--- src/rtl/rv32_arb_pkg.sv ---
// Shared types and constants for the rv32 instruction/data memory arbiter.
// Holds the arbiter state encoding, the RISC-V NOP used as the reset
// instruction, and the default watchdog limit for a single memory transaction.

package rv32_arb_pkg;

  // Arbiter sequencing: data access first, then fetch, then one release cycle.
  typedef enum logic [2:0] {
    IDLE   = 3'd0,
    D_REQ  = 3'd1,
    D_WAIT = 3'd2,
    F_REQ  = 3'd3,
    F_WAIT = 3'd4,
    DONE   = 3'd5
  } arb_state_t;

  // addi x0, x0, 0 -- harmless instruction presented before the first fetch.
  localparam logic [31:0] RV32_NOP = 32'h0000_0013;

  // Default number of REQ/WAIT cycles tolerated before a transaction is abandoned.
  localparam logic [7:0] RV32_ARB_TIMEOUT_DEFAULT = 8'd255;

  // True while a memory transaction (request or response phase) is in progress.
  function automatic logic arb_in_transaction(input arb_state_t s);
    return (s == D_REQ) || (s == D_WAIT) || (s == F_REQ) || (s == F_WAIT);
  endfunction

endpackage

--- src/rtl/rv32_arb_timeout.sv ---
// Watchdog counter for one memory transaction of the rv32 arbiter.
// Counts cycles while enabled, restarts on clear, and flags expiry on the
// cycle in which the count of elapsed transaction cycles reaches the limit.

module rv32_arb_timeout (
  input  logic       clk,
  input  logic       rst,
  input  logic       clear,
  input  logic       count_en,
  input  logic [7:0] limit,
  output logic       expired
);

  logic [7:0] count;

  // Cycle counter: clear wins over counting; saturates instead of wrapping.
  always_ff @(posedge clk) begin
    if (rst || clear) begin
      count <= 8'd0;
    end else if (count_en && (count != 8'hFF)) begin
      count <= count + 8'd1;
    end
  end

  // The current cycle is the limit-th one of the transaction.
  assign expired = count_en && (({1'b0, count} + 9'd1) >= {1'b0, limit});

endmodule

--- src/rtl/rv32_mem_arbiter.sv ---
// rv32_mem_arbiter: shares one single-port, variable-latency memory between
// the core's instruction-fetch port and its data port. Each CPU cycle's
// requests are captured in IDLE, the data access is served before the fetch,
// and the core is stalled until both have completed. Results are presented
// in registered form for one released (DONE) cycle.
//
// Optional feature: define RV32_ARB_TIMEOUT_EN to build in a per-transaction
// watchdog (limit TIMEOUT_CYCLES). On expiry the request is dropped, the
// pending result reads as 0, and the sticky err output is raised until rst.
// Without the macro the arbiter waits indefinitely and err is tied low.

module rv32_mem_arbiter
  import rv32_arb_pkg::*;
#(
  parameter logic [7:0] TIMEOUT_CYCLES = RV32_ARB_TIMEOUT_DEFAULT
) (
  input  logic        clk,
  input  logic        rst,
  // instruction fetch port
  input  logic        if_req,
  input  logic [31:0] if_addr,
  output logic [31:0] if_rdata,
  output logic        if_ack,
  // data port
  input  logic        d_enable,
  input  logic        d_read,
  input  logic [31:0] d_addr,
  input  logic [31:0] d_wdata,
  output logic [31:0] d_rdata,
  // core stall
  output logic        cpu_stall,
  // memory side
  output logic        mem_valid,
  output logic        mem_we,
  output logic [31:0] mem_addr,
  output logic [31:0] mem_wdata,
  input  logic        mem_ready,
  input  logic        mem_rvalid,
  input  logic [31:0] mem_rdata,
  // status
  output logic        err
);

  arb_state_t  state;
  logic        pend_d;
  logic        pend_f;
  logic        cap_load;
  logic [31:0] f_addr;

  logic        busy;
  logic        timed_out;
  logic        d_done;
  logic        f_done;
  logic [31:0] d_result;
  logic [31:0] f_result;

  assign busy = arb_in_transaction(state);

  // Stall from the moment a request is seen in IDLE until the DONE cycle.
  assign cpu_stall = (state != DONE) && ((state != IDLE) || if_req || d_enable);

  // Decide whether the pending access finishes this cycle and with what value.
  always_comb begin
    d_done   = 1'b0;
    f_done   = 1'b0;
    d_result = 32'h0;
    f_result = 32'h0;
    case (state)
      D_REQ: begin
        d_done = pend_d && timed_out;
      end
      D_WAIT: begin
        d_done   = pend_d && (mem_rvalid || timed_out);
        d_result = mem_rvalid ? mem_rdata : 32'h0;
      end
      F_REQ: begin
        f_done = pend_f && timed_out;
      end
      F_WAIT: begin
        f_done   = pend_f && (mem_rvalid || timed_out);
        f_result = mem_rvalid ? mem_rdata : 32'h0;
      end
      default: begin
      end
    endcase
  end

`ifdef RV32_ARB_TIMEOUT_EN
  logic tmo_clear;
  logic err_q;

  // Restart the watchdog outside transactions and whenever the data access ends.
  assign tmo_clear = !busy || d_done;

  rv32_arb_timeout u_timeout (
    .clk      (clk),
    .rst      (rst),
    .clear    (tmo_clear),
    .count_en (busy),
    .limit    (TIMEOUT_CYCLES),
    .expired  (timed_out)
  );

  // Sticky error: any expired transaction is remembered until reset.
  always_ff @(posedge clk) begin
    if (rst) begin
      err_q <= 1'b0;
    end else if (timed_out) begin
      err_q <= 1'b1;
    end
  end

  assign err = err_q;
`else
  assign timed_out = 1'b0;
  // The limit only matters when the watchdog is built in.
  assign err = (TIMEOUT_CYCLES == 8'd0) & 1'b0;
`endif

  // Arbiter FSM with registered memory-side and CPU-side outputs.
  always_ff @(posedge clk) begin
    if (rst) begin
      state     <= IDLE;
      pend_d    <= 1'b0;
      pend_f    <= 1'b0;
      cap_load  <= 1'b0;
      f_addr    <= 32'h0;
      mem_valid <= 1'b0;
      mem_we    <= 1'b0;
      mem_addr  <= 32'h0;
      mem_wdata <= 32'h0;
      d_rdata   <= 32'h0;
      if_rdata  <= RV32_NOP;
      if_ack    <= 1'b0;
    end else begin
      if_ack <= 1'b0;
      case (state)
        IDLE: begin
          if (d_enable || if_req) begin
            pend_d    <= d_enable;
            pend_f    <= if_req;
            cap_load  <= d_read;
            f_addr    <= if_addr;
            mem_valid <= 1'b1;
            if (d_enable) begin
              state     <= D_REQ;
              mem_we    <= ~d_read;
              mem_addr  <= d_addr;
              mem_wdata <= d_wdata;
            end else begin
              state    <= F_REQ;
              mem_we   <= 1'b0;
              mem_addr <= if_addr;
            end
          end
        end

        D_REQ, D_WAIT: begin
          if (d_done) begin
            pend_d <= 1'b0;
            if (cap_load) begin
              d_rdata <= d_result;
            end
            if (pend_f) begin
              state     <= F_REQ;
              mem_valid <= 1'b1;
              mem_we    <= 1'b0;
              mem_addr  <= f_addr;
            end else begin
              state     <= DONE;
              mem_valid <= 1'b0;
            end
          end else if ((state == D_REQ) && mem_ready) begin
            mem_valid <= 1'b0;
            state     <= D_WAIT;
          end
        end

        F_REQ, F_WAIT: begin
          if (f_done) begin
            pend_f    <= 1'b0;
            if_rdata  <= f_result;
            if_ack    <= 1'b1;
            mem_valid <= 1'b0;
            state     <= DONE;
          end else if ((state == F_REQ) && mem_ready) begin
            mem_valid <= 1'b0;
            state     <= F_WAIT;
          end
        end

        DONE: begin
          state <= IDLE;
        end

        default: begin
          state     <= IDLE;
          mem_valid <= 1'b0;
        end
      endcase
    end
  end

endmodule

--- config.mk ---
export PLATFORM = sky130hd
export DESIGN_NAME = rv32_mem_arbiter
export DESIGN_NICKNAME = d
export VERILOG_FILES = /design/src/rtl/rv32_arb_pkg.sv /design/src/rtl/rv32_arb_timeout.sv /design/src/rtl/rv32_mem_arbiter.sv
export SDC_FILE = /design/constraint.sdc
export NUM_CORES = 1
export LEC_CHECK = 0
export CAP_MARGIN = 30
export CORE_MARGIN = 2
export CORE_UTILIZATION = 25
export DETAILED_ROUTE_END_ITERATION = 6
export GPL_TIMING_DRIVEN = 0
export PLACE_DENSITY = 0.48
export SYNTH_ARGS = -nofsm -noshare
export SYNTH_HDL_FRONTEND = slang
export SYNTH_SLANG_ARGS = --single-unit
--- constraint.sdc ---
create_clock -name clk -period 2.1 [get_ports clk]
set_clock_uncertainty 0.1 [all_clocks]
set_input_delay 0.21 -clock clk [delete_from_list [all_inputs] [get_ports clk]]
set_output_delay 0.21 -clock clk [all_outputs]
set_load 0.005 [all_outputs]
==> results of run 1 <==
## worst paths after layout
check	startpoint	to	slack, ns	cells after the start
worst min-delay path	d_wdata[19]	mem_wdata[19]$_SDFFE_PP0P_	0.23	3
worst min register to register	d_rdata[5]$_SDFFE_PP0P_	d_rdata[5]$_SDFFE_PP0P_	0.35	2
worst max-delay path	state[2]$_SDFFE_PP0P_	cpu_stall	0.03	3
worst max register to register	state[1]$_SDFFE_PP0P_	d_rdata[17]$_SDFFE_PP0P_	0.21	6
## per-stage QoR
| step | worst slack [ns] | util [%] | instance area [um^2] | cells |
|---|---|---|---|---|
| after floorplan | 0.463 | - | 6720 | 782 |
| after global placement | -0.391 | 36.8 | 9800 | 1388 |
| after detailed placement | -0.399 | 36.8 | 9800 | 1388 |
| after CTS | 0.000865 | 39.1 | 10400 | 1420 |
| after global routing | -0.0493 | 39.1 | 10400 | 1420 |
| final | 0.0312 | 39.1 | 10400 | 1421 |
## Yosys cell counts, types with 3 or more instances
cell       instances
nand2b_1           3
o2bb2ai_1         32
nor2_1             3
nand3_1           39
nor2b_1            3
dfxtp_1          169
inv_1              4
nand2_1          234
buf_2             27
o21ai_1            3
mux2i_1           32
buf_4              3
mux2_2            32
buf_6              3
buf_1              4
clkbuf_1          26
a21oi_1          132
## cell families (layout without fill, tap and decap cells)
family,after synthesis,count (layout),share of synthesized area [%]
AOI/OAI and AO/OA,183,183,16.3
xor gates and xnor gates,1,1,0.130
buffers and inverters,67,364,4.75
DFF,169,169,50.3
muxes,64,64,10.1
other,1,2,0.0558
and+or+nand+nor,297,297,18.3
## per-layer routing
metal	up-vias	share of wire [%]	wire length (um)
li1	3257	-	-
met4	2	1.2	292
met2	206	46	10800
met5	-	0.055	13
met3	18	7.0	1660
met1	2955	46	10900
## power by group through the flow
stage	clock network (W)	logic, W	registers [W]
final	0.00335	0.00361	0.00407
after global routing	0.00358	0.00400	0.00414
after floorplan	0	0.00199	0.00411
after detailed placement	0	0.00367	0.00413
after global placement	0	0.00368	0.00413
after CTS	0.00346	0.00368	0.00407
## timing repair
action	CTS	global route
setup buffers	0	0
endpoints found under the hold margin	0	0
gates resized for setup	3	6
setup endpoints to repair	1	34
## critical path: cells and delay by family (launching register included)
family                 cells  cell delay (ns)
flip-flops                 1             0.35
AND/OR/NAND/NOR            1             0.52
buffers and inverters      1             0.28
AO/OA/AOI/OAI              1             0.19
## state kept, by name, indices dropped and copies added (netlist names)
register / count
cap_load: 1
d_rdata: 32
f_addr: 32
if_ack: 1
if_rdata: 32
mem_addr: 32
mem_valid: 1
mem_wdata: 32
mem_we: 1
pend_d: 1
pend_f: 1
state: 3
## layout make-up
| class | instances | area, um^2 | area share, % |
|---|---|---|---|
| flip-flops and latches | 169 | 3390 | 32.5 |
| clock buffers | 18 | 429 | 4.12 |
| multi-input cells | 546 | 3020 | 29.0 |
| diodes | 1 | 2.50 | 0.0240 |
| clock inverters | 14 | 185 | 1.78 |
| plain buffers | 63 | 309 | 2.96 |
| inverters | 4 | 15.0 | 0.144 |
| repair buffers | 265 | 2650 | 25.4 |
| well taps | 341 | 427 | 4.09 |
## cell usage in the layout (no fill, tap or decap), drive strengths merged, types with 2 or more instances in the layout
| cell type | instances |
|---|---|
| nor3 | 2 |
| o221a | 2 |
| buf | 36 |
| o2bb2ai | 32 |
| mux2i | 32 |
| mux2 | 32 |
| nand2b | 3 |
| nor2 | 5 |
| bufinv | 3 |
| clkdlybuf4s50 | 264 |
| dfxtp | 169 |
| o21ai | 4 |
| clkinv | 3 |
| a21oi | 133 |
| o22ai | 2 |
| o211ai | 2 |
| nor2b | 3 |
| clkbuf | 45 |
| nand3 | 39 |
| inv | 11 |
| nand2 | 234 |
==> impl_metrics.yaml, run 1 <==
outcome:
  status: "completed"
die:
  die_h_um: 168
  die_w_um: 168
  start_util_pct: 25.2
  rows: 60
  core_area_um2: 26700
  io_pins: 268
  die-area_um2: 28200
timing:
  fin_crit_ns: 2.07
  hold_ws_ns: 0.232
  worst_pin_slew_ns: 0.715
  tns_ns: 0
  rsz0062_at_grt: "yes"
  period_share_pct: 98.5
  fmax_mhz: 483
  drv_slew: 0
  final-setup-viol-count: 0
  finalHoldViolCount: 0
  slew_headroom_pct: 52.3
synth:
  synth_edf_count: 0
  ys_seq_elements: 169
  syn-cell-area_um2: 6720
  ys.flop_type: "dfxtp_1"
  synth_top_cell_by_area: "dfxtp_1"
  synth_top_cell_area_share_pct: 50.3
  yosysWarnings: 0
  syn_avg_cell_area_um2: 8.59
  ys_types: 45
  synth_seq_area_share_pct: 50.3
  synth_area_leaders: "dfxtp_1, nand2_1, a21oi_1, mux2_2, mux2i_1"
  synth_cells: 782
  ys_async_sr_fraction_pct: 0
  syn_nets: 917
global_route:
  grt_pass1_vias: 6379
  grt_use_met2_pct: 26.8
  grt_util_met3_pct: 5.22
  grt_pass1_wl_um: 36700
  grt_max_degree: 17
  grt-ovfl-total: 0
  antenna_found_initial: 3
  top_usage_layer: "met2"
  use_met1_pct: 21.6
  track_usage_pct: 16.7
routing:
  viasPerCell: 4.53
  dr.pass1.iters: 5
  route.detailed.drc: 0
  wl_per_cell_um: 16.6
  drt_iter0_drc: 332
  routed_wirelength_um: 23600
  vias: 6438
  ant_nets: 0
clocking:
  cts.clk_slew.worst_paths_ns: 0.07
  clock_sinks: 169
  htree_levels: 4
  root_buffer: "clkbuf_16"
  cts_buffers: 17
  clk_latency_ns: 0.41
  cts_tree: "done"
  clock_path_buffers: 2
  hold_buffers: 0
pwr:
  p_comb_share_pct: 32.7
  pwr-share-clk_pct: 30.4
  switching_share_pct: 32.6
  power_density_nw_per_um2: 1060
  peakVddDrop_uv: 523
  power_switching_w: 0.00360
  seqPwrFrac_pct: 36.9
  power_leakage_nw: 3.69
  intPower_w: 0.00743
  total_power_w: 0.0110
job:
  drv_cap: 0
worst_setup_path:
  slowest_delay_ns: 0.52
  critPathCaptureType: "output pin"
  required_ns: 1.79
  start_kind: "flip-flop"
  crit_chain: "or4_1, a21o_1, dlygate4sd2_1"
  cp_max_fo: 7
  cpMaxStageDelayCell: "or4_1"
  worstSetupPathType: "flip-flop to output pin"
  cp.arrival_ns: 1.76
worst_hold_path:
  hold_path.class: "primary input to flip-flop"
placed_design:
  post-dp-hpwl_um: 17300
  gp_congestion: 0.808
  portBuffers: 265
layout:
  final_nets: 1201
  n_fill_cell: 2727
  drive_gt1_share_pct: 9.73
  area_delta_synth_final_pct: 55.1
Power figures use the tool's default switching activity.
==> inputs of run 2 (changes only) <==
Clock period 2.1 ns to 2 ns, I/O delays scaled along.
==> run 2 against run 1 <==
Against the previous run: critical path type unchanged; sequential share of layout area decreased by 0.073 points; critical path depth unchanged; worst setup slack improved by 0.025 ns; combinational power increased by 6.4%; final area increased by 0.34%; register-to-register slack got worse by 0.04 ns; wire length increased by 0.42%; global-route usage about the same; sequential cell count unchanged; critical endpoint unchanged; via count about the same; first-iteration DRC count decreased by 2.7%; cell count unchanged.
==> impl_metrics.yaml, run 2 (synthesized netlist as in run 1, its figures left out) <==
routing:
  viasPerCell: 4.53
  ant_nets: 0
  wl_per_cell_um: 16.7
  vias: 6441
  route.detailed.drc: 0
  drt_iter0_drc: 323
  dr.pass1.iters: 5
  routed_wirelength_um: 23700
global_route:
  antenna_found_initial: 3
  grt_max_degree: 17
  grt_pass1_vias: 6378
  grt-ovfl-total: 0
  track_usage_pct: 16.7
  grt_pass1_wl_um: 36700
worst_hold_path:
  hold_path.class: "primary input to flip-flop"
pwr:
  power_density_nw_per_um2: 1110
  total_power_w: 0.0116
  power_switching_w: 0.00380
  power_leakage_nw: 3.70
  switching_share_pct: 32.7
  peakVddDrop_uv: 549
  intPower_w: 0.00784
  pwr-share-clk_pct: 30.2
  p_comb_share_pct: 33.0
  seqPwrFrac_pct: 36.8
timing:
  period_share_pct: 97.2
  finalHoldViolCount: 0
  fmax_mhz: 514
  worst_pin_slew_ns: 0.701
  final-setup-viol-count: 0
  slew_headroom_pct: 53.3
  rsz0062_at_grt: "yes"
  fin_crit_ns: 1.94
  hold_ws_ns: 0.221
  drv_slew: 0
  tns_ns: 0
outcome:
  status: "completed"
clocking:
  cts.clk_slew.worst_paths_ns: 0.07
  cts_buffers: 17
  root_buffer: "clkbuf_16"
  clock_sinks: 169
  htree_levels: 4
  cts_tree: "done"
  clk_latency_ns: 0.41
  clock_path_buffers: 2
die:
  die-area_um2: 28200
  io_pins: 268
  start_util_pct: 25.2
  die_h_um: 168
  core_area_um2: 26700
  die_w_um: 168
  rows: 60
worst_setup_path:
  path_delay_family: "simple AND/OR/NAND/NOR gates"
  cp_max_fo: 9
  slowest_delay_ns: 0.53
  critPathCaptureType: "output pin"
  worstSetupPathType: "flip-flop to output pin"
  path_buf_inv: 1
  required_ns: 1.70
  cp.arrival_ns: 1.64
  crit_chain: "or4_4, a21o_1, buf_2"
  start_kind: "flip-flop"
  r2r_slack_ns: 0.17
  cpMaxStageDelayCell: "or4_4"
placed_design:
  portBuffers: 265
  post-dp-hpwl_um: 17300
  dpl_cell_area_um2: 9800
  gp_congestion: 0.808
layout:
  fin_util_pct: 39.3
  drive_gt1_share_pct: 10.4
  final_cell_mix: "clkdlybuf4s50_1, nand2_1, dfxtp_1, a21oi_1, nand3_1"
  n_fill_cell: 2731
  final_area_um2: 10500
  seqCellArea_um2: 3390
  area_delta_synth_final_pct: 55.7
  layout_commonest_cell: "clkdlybuf4s50_1"
  multiInputGateArea_um2: 3040
  final_nets: 1201
job:
  drv_cap: 0
run 2: power by group through the flow:
stage          Combinational [W]  Sequential (W)  Clock [W]
4_1_cts                  0.00388         0.00428    0.00363
5_1_grt                  0.00425         0.00436    0.00376
3_3_place_gp             0.00386         0.00434          0
3_5_place_dp             0.00385         0.00434          0
2_1_floorplan            0.00209         0.00432          0
6_report                 0.00384         0.00428    0.00352
run 2: timing repair:
| action | CTS | global route |
|---|---|---|
| hold buffers | 0 | 0 |
| setup endpoints to repair | 23 | 37 |
| hold endpoints to repair | 0 | 0 |
| cloned | 0 | 0 |
| gates resized for setup | 9 | 14 |
| buffers inserted | 0 | 1 |
| pin swaps | 0 | 2 |
run 2: cell type report:
| cell class | instances | share of cell area (%) |
|---|---|---|
| Sequential cell | 169 | 32.4 |
| Multi-Input combinational cell | 546 | 29.1 |
| Timing Repair Buffer | 266 | 25.4 |
| Clock buffer | 18 | 4.10 |
| Tap cell | 341 | 4.08 |
| Buffer | 62 | 3.00 |
| Clock inverter | 14 | 1.77 |
| Inverter | 4 | 0.144 |
| Antenna cell | 1 | 0.0239 |
run 2: stage by stage:
step / instances / setup WS (ns)
CTS: 1420 / -0.0332
floorplan: 782 / 0.363
global route: 1420 / -0.000123
finish: 1421 / 0.0560
detailed placement: 1388 / -0.489
global placement: 1388 / -0.481
run 2: metal layers:
layer	track usage (%)	vias to the layer above	part of all wire, %
li1	-	3253	-
met1	21.6	2955	46
met3	5.22	18	7.2
met4	4.46	2	1.2
met2	26.9	213	46
met5	0	-	0.055
run 2: worst register-to-register path, delay by kind of cell, from the launching register on:
kind | cells | cell delay (ns)
buffers and inverters | 2 | 0.60
AO/OA/AOI/OAI | 2 | 0.39
flip-flops | 1 | 0.37
multiplexers | 1 | 0.27
run 2: final timing paths:
| kind | startpoint | end | cells past startpoint |
|---|---|---|---|
| worst min register to register | d_rdata[16]$_SDFFE_PP0P_ | d_rdata[16]$_SDFFE_PP0P_ | 2 |
| worst max-delay path | state[0]$_SDFFE_PP0P_ | cpu_stall | 3 |
| worst min-delay path | d_wdata[19] | mem_wdata[19]$_SDFFE_PP0P_ | 3 |
| worst max register to register | state[2]$_SDFFE_PP0P_ | mem_addr[24]$_SDFFE_PP0P_ | 5 |
==> inputs of run 3 (changes only) <==
Clock period 2 ns to 2.4 ns, I/O delays scaled along.
==> run 3 against run 2 <==
Against the previous run: critical path depth is 3 higher; wire length is 0.79% lower; clock power down 17%; total power decreased by 17%; register-to-register slack improved by 0.24 ns; via count rose by 0.26%; hold slack better by 0.040 ns; die area unchanged; utilization is 0.16 points lower; cell count stayed put; critical endpoint is now mem_addr[14]$_SDFFE_PP0P_.
==> impl_metrics.yaml, run 3 (synthesized netlist as in run 1, its figures left out) <==
outcome:
  status: "completed"
pwr:
  power_density_nw_per_um2: 925
  power_leakage_nw: 3.69
  p_comb_share_pct: 32.6
  intPower_w: 0.00649
  pwr-share-clk_pct: 30.4
  total_power_w: 0.00964
  seqPwrFrac_pct: 36.9
  peakVddDrop_uv: 458
  power_switching_w: 0.00314
  switching_share_pct: 32.6
layout:
  multiInputGateArea_um2: 3020
  fin_util_pct: 39.1
  drive_gt1_share_pct: 9.27
  seqCellArea_um2: 3380
  n_fill_cell: 2729
  final_nets: 1201
  area_delta_synth_final_pct: 55.0
  final_cell_mix: "clkdlybuf4s50_1, nand2_1, dfxtp_1, a21oi_1, nand3_1"
  layout_commonest_cell: "clkdlybuf4s50_1"
clocking:
  cts.clk_slew.worst_paths_ns: 0.07
  cts_tree: "done"
  hold_buffers: 0
  clock_path_buffers: 2
  clock_sinks: 169
  root_buffer: "clkbuf_16"
  htree_levels: 4
  cts_buffers: 17
  clk_latency_ns: 0.41
global_route:
  antenna_found_initial: 3
  grt-ovfl-total: 0
  track_usage_pct: 16.7
  grt_pass1_vias: 6373
  grt_max_degree: 17
  grt_pass1_wl_um: 36700
placed_design:
  portBuffers: 265
  post-dp-hpwl_um: 17300
  gp_congestion: 0.808
worst_setup_path:
  start_kind: "primary input"
  critPathCaptureType: "flip-flop"
  required_ns: 2.61
  r2r_slack_ns: 0.41
  worstSetupPathType: "primary input to flip-flop"
  cp.arrival_ns: 2.25
  cp_max_fo: 10
job:
  drv_cap: 0
timing:
  finalHoldViolCount: 0
  slew_headroom_pct: 53.5
  tns_ns: 0
  rsz0062_at_grt: "no"
  final-setup-viol-count: 0
  worst_pin_slew_ns: 0.693
  fin_crit_ns: 2.04
  drv_slew: 0
  period_share_pct: 85.2
  fmax_mhz: 489
die:
  die_h_um: 168
  start_util_pct: 25.2
  die_w_um: 168
  io_pins: 268
  rows: 60
  die-area_um2: 28200
  core_area_um2: 26700
routing:
  dr.max_layer_used: "met5"
  met1_length_um: 10700
  wl_per_cell_um: 16.6
  wl_met2_um: 10800
  routed_wirelength_um: 23500
  route.detailed.drc: 0
  vias: 6458
  viasPerCell: 4.54
  dr.pass1.iters: 5
  wl_met3_um: 1770
  drt_iter0_drc: 343
  ant_nets: 0
worst_hold_path:
  hold_path.class: "primary input to flip-flop"
-- run 3: cell count changes in the layout (fill, tap and decap cells not counted), sizes merged --
cell,previous run,this run
buf,38,37
dlymetal6s2s,0,1
-- run 3: critical path, stage by stage --
cell and delay, ns:
clkdlybuf4s50_1 0.52, buf_2 0.25, clkbuf_1 0.57, mux2_2 0.41, mux2i_1 0.15, o2bb2ai_1 0.09
-- run 3: power by group through the flow --
stage / Combinational, W / Sequential [W] / Clock, W
floorplan: 0.00174 / 0.00360 / 0
detailed placement: 0.00321 / 0.00362 / 0
CTS: 0.00323 / 0.00356 / 0.00302
finish: 0.00315 / 0.00356 / 0.00293
global placement: 0.00322 / 0.00362 / 0
global route: 0.00349 / 0.00362 / 0.00313
-- run 3: path summary, 6_finish.rpt --
path / from / endpoint / depth (start not counted)
worst min register to register: d_rdata[5]$_SDFFE_PP0P_ / d_rdata[5]$_SDFFE_PP0P_ / 2
worst max-delay path: d_enable / mem_addr[14]$_SDFFE_PP0P_ / 6
worst min-delay path: d_wdata[19] / mem_wdata[19]$_SDFFE_PP0P_ / 3
worst max register to register: state[0]$_SDFFE_PP0P_ / f_addr[25]$_SDFFE_PP0P_ / 5
-- run 3: layout make-up --
type                            count  area share, %
Antenna cell                        1         0.0240
Tap cell                          341           4.10
Timing Repair Buffer              265           25.5
Multi-Input combinational cell    546           29.0
Buffer                             63           2.92
Inverter                            4          0.144
Clock inverter                     14           1.78
Clock buffer                       18           4.12
Sequential cell                   169           32.5
-- run 3: layer usage --
metal | up-vias | GRT usage [%]
li1 | 3257 | -
met1 | 2954 | 21.6
met2 | 225 | 26.9
met3 | 20 | 5.22
met4 | 2 | 4.46
met5 | - | 0
-- run 3: repair_timing --
action	in CTS	in global routing
buffers inserted	0	0
setup endpoints to repair	0	1
resized for setup	0	1
-- run 3: per-stage QoR --
step | setup slack (ns) | instance area, um^2 | hold slack [ns] | std cells
3_3_place_gp | -0.121 | 9800 | 0.340 | 1388
5_1_grt | 0.160 | 10400 | 0.248 | 1420
6_report | 0.355 | 10400 | 0.261 | 1421
3_5_place_dp | -0.129 | 9800 | 0.343 | 1388
4_1_cts | 0.0461 | 10400 | 0.233 | 1420
2_1_floorplan | 0.763 | 6720 | 0.264 | 782
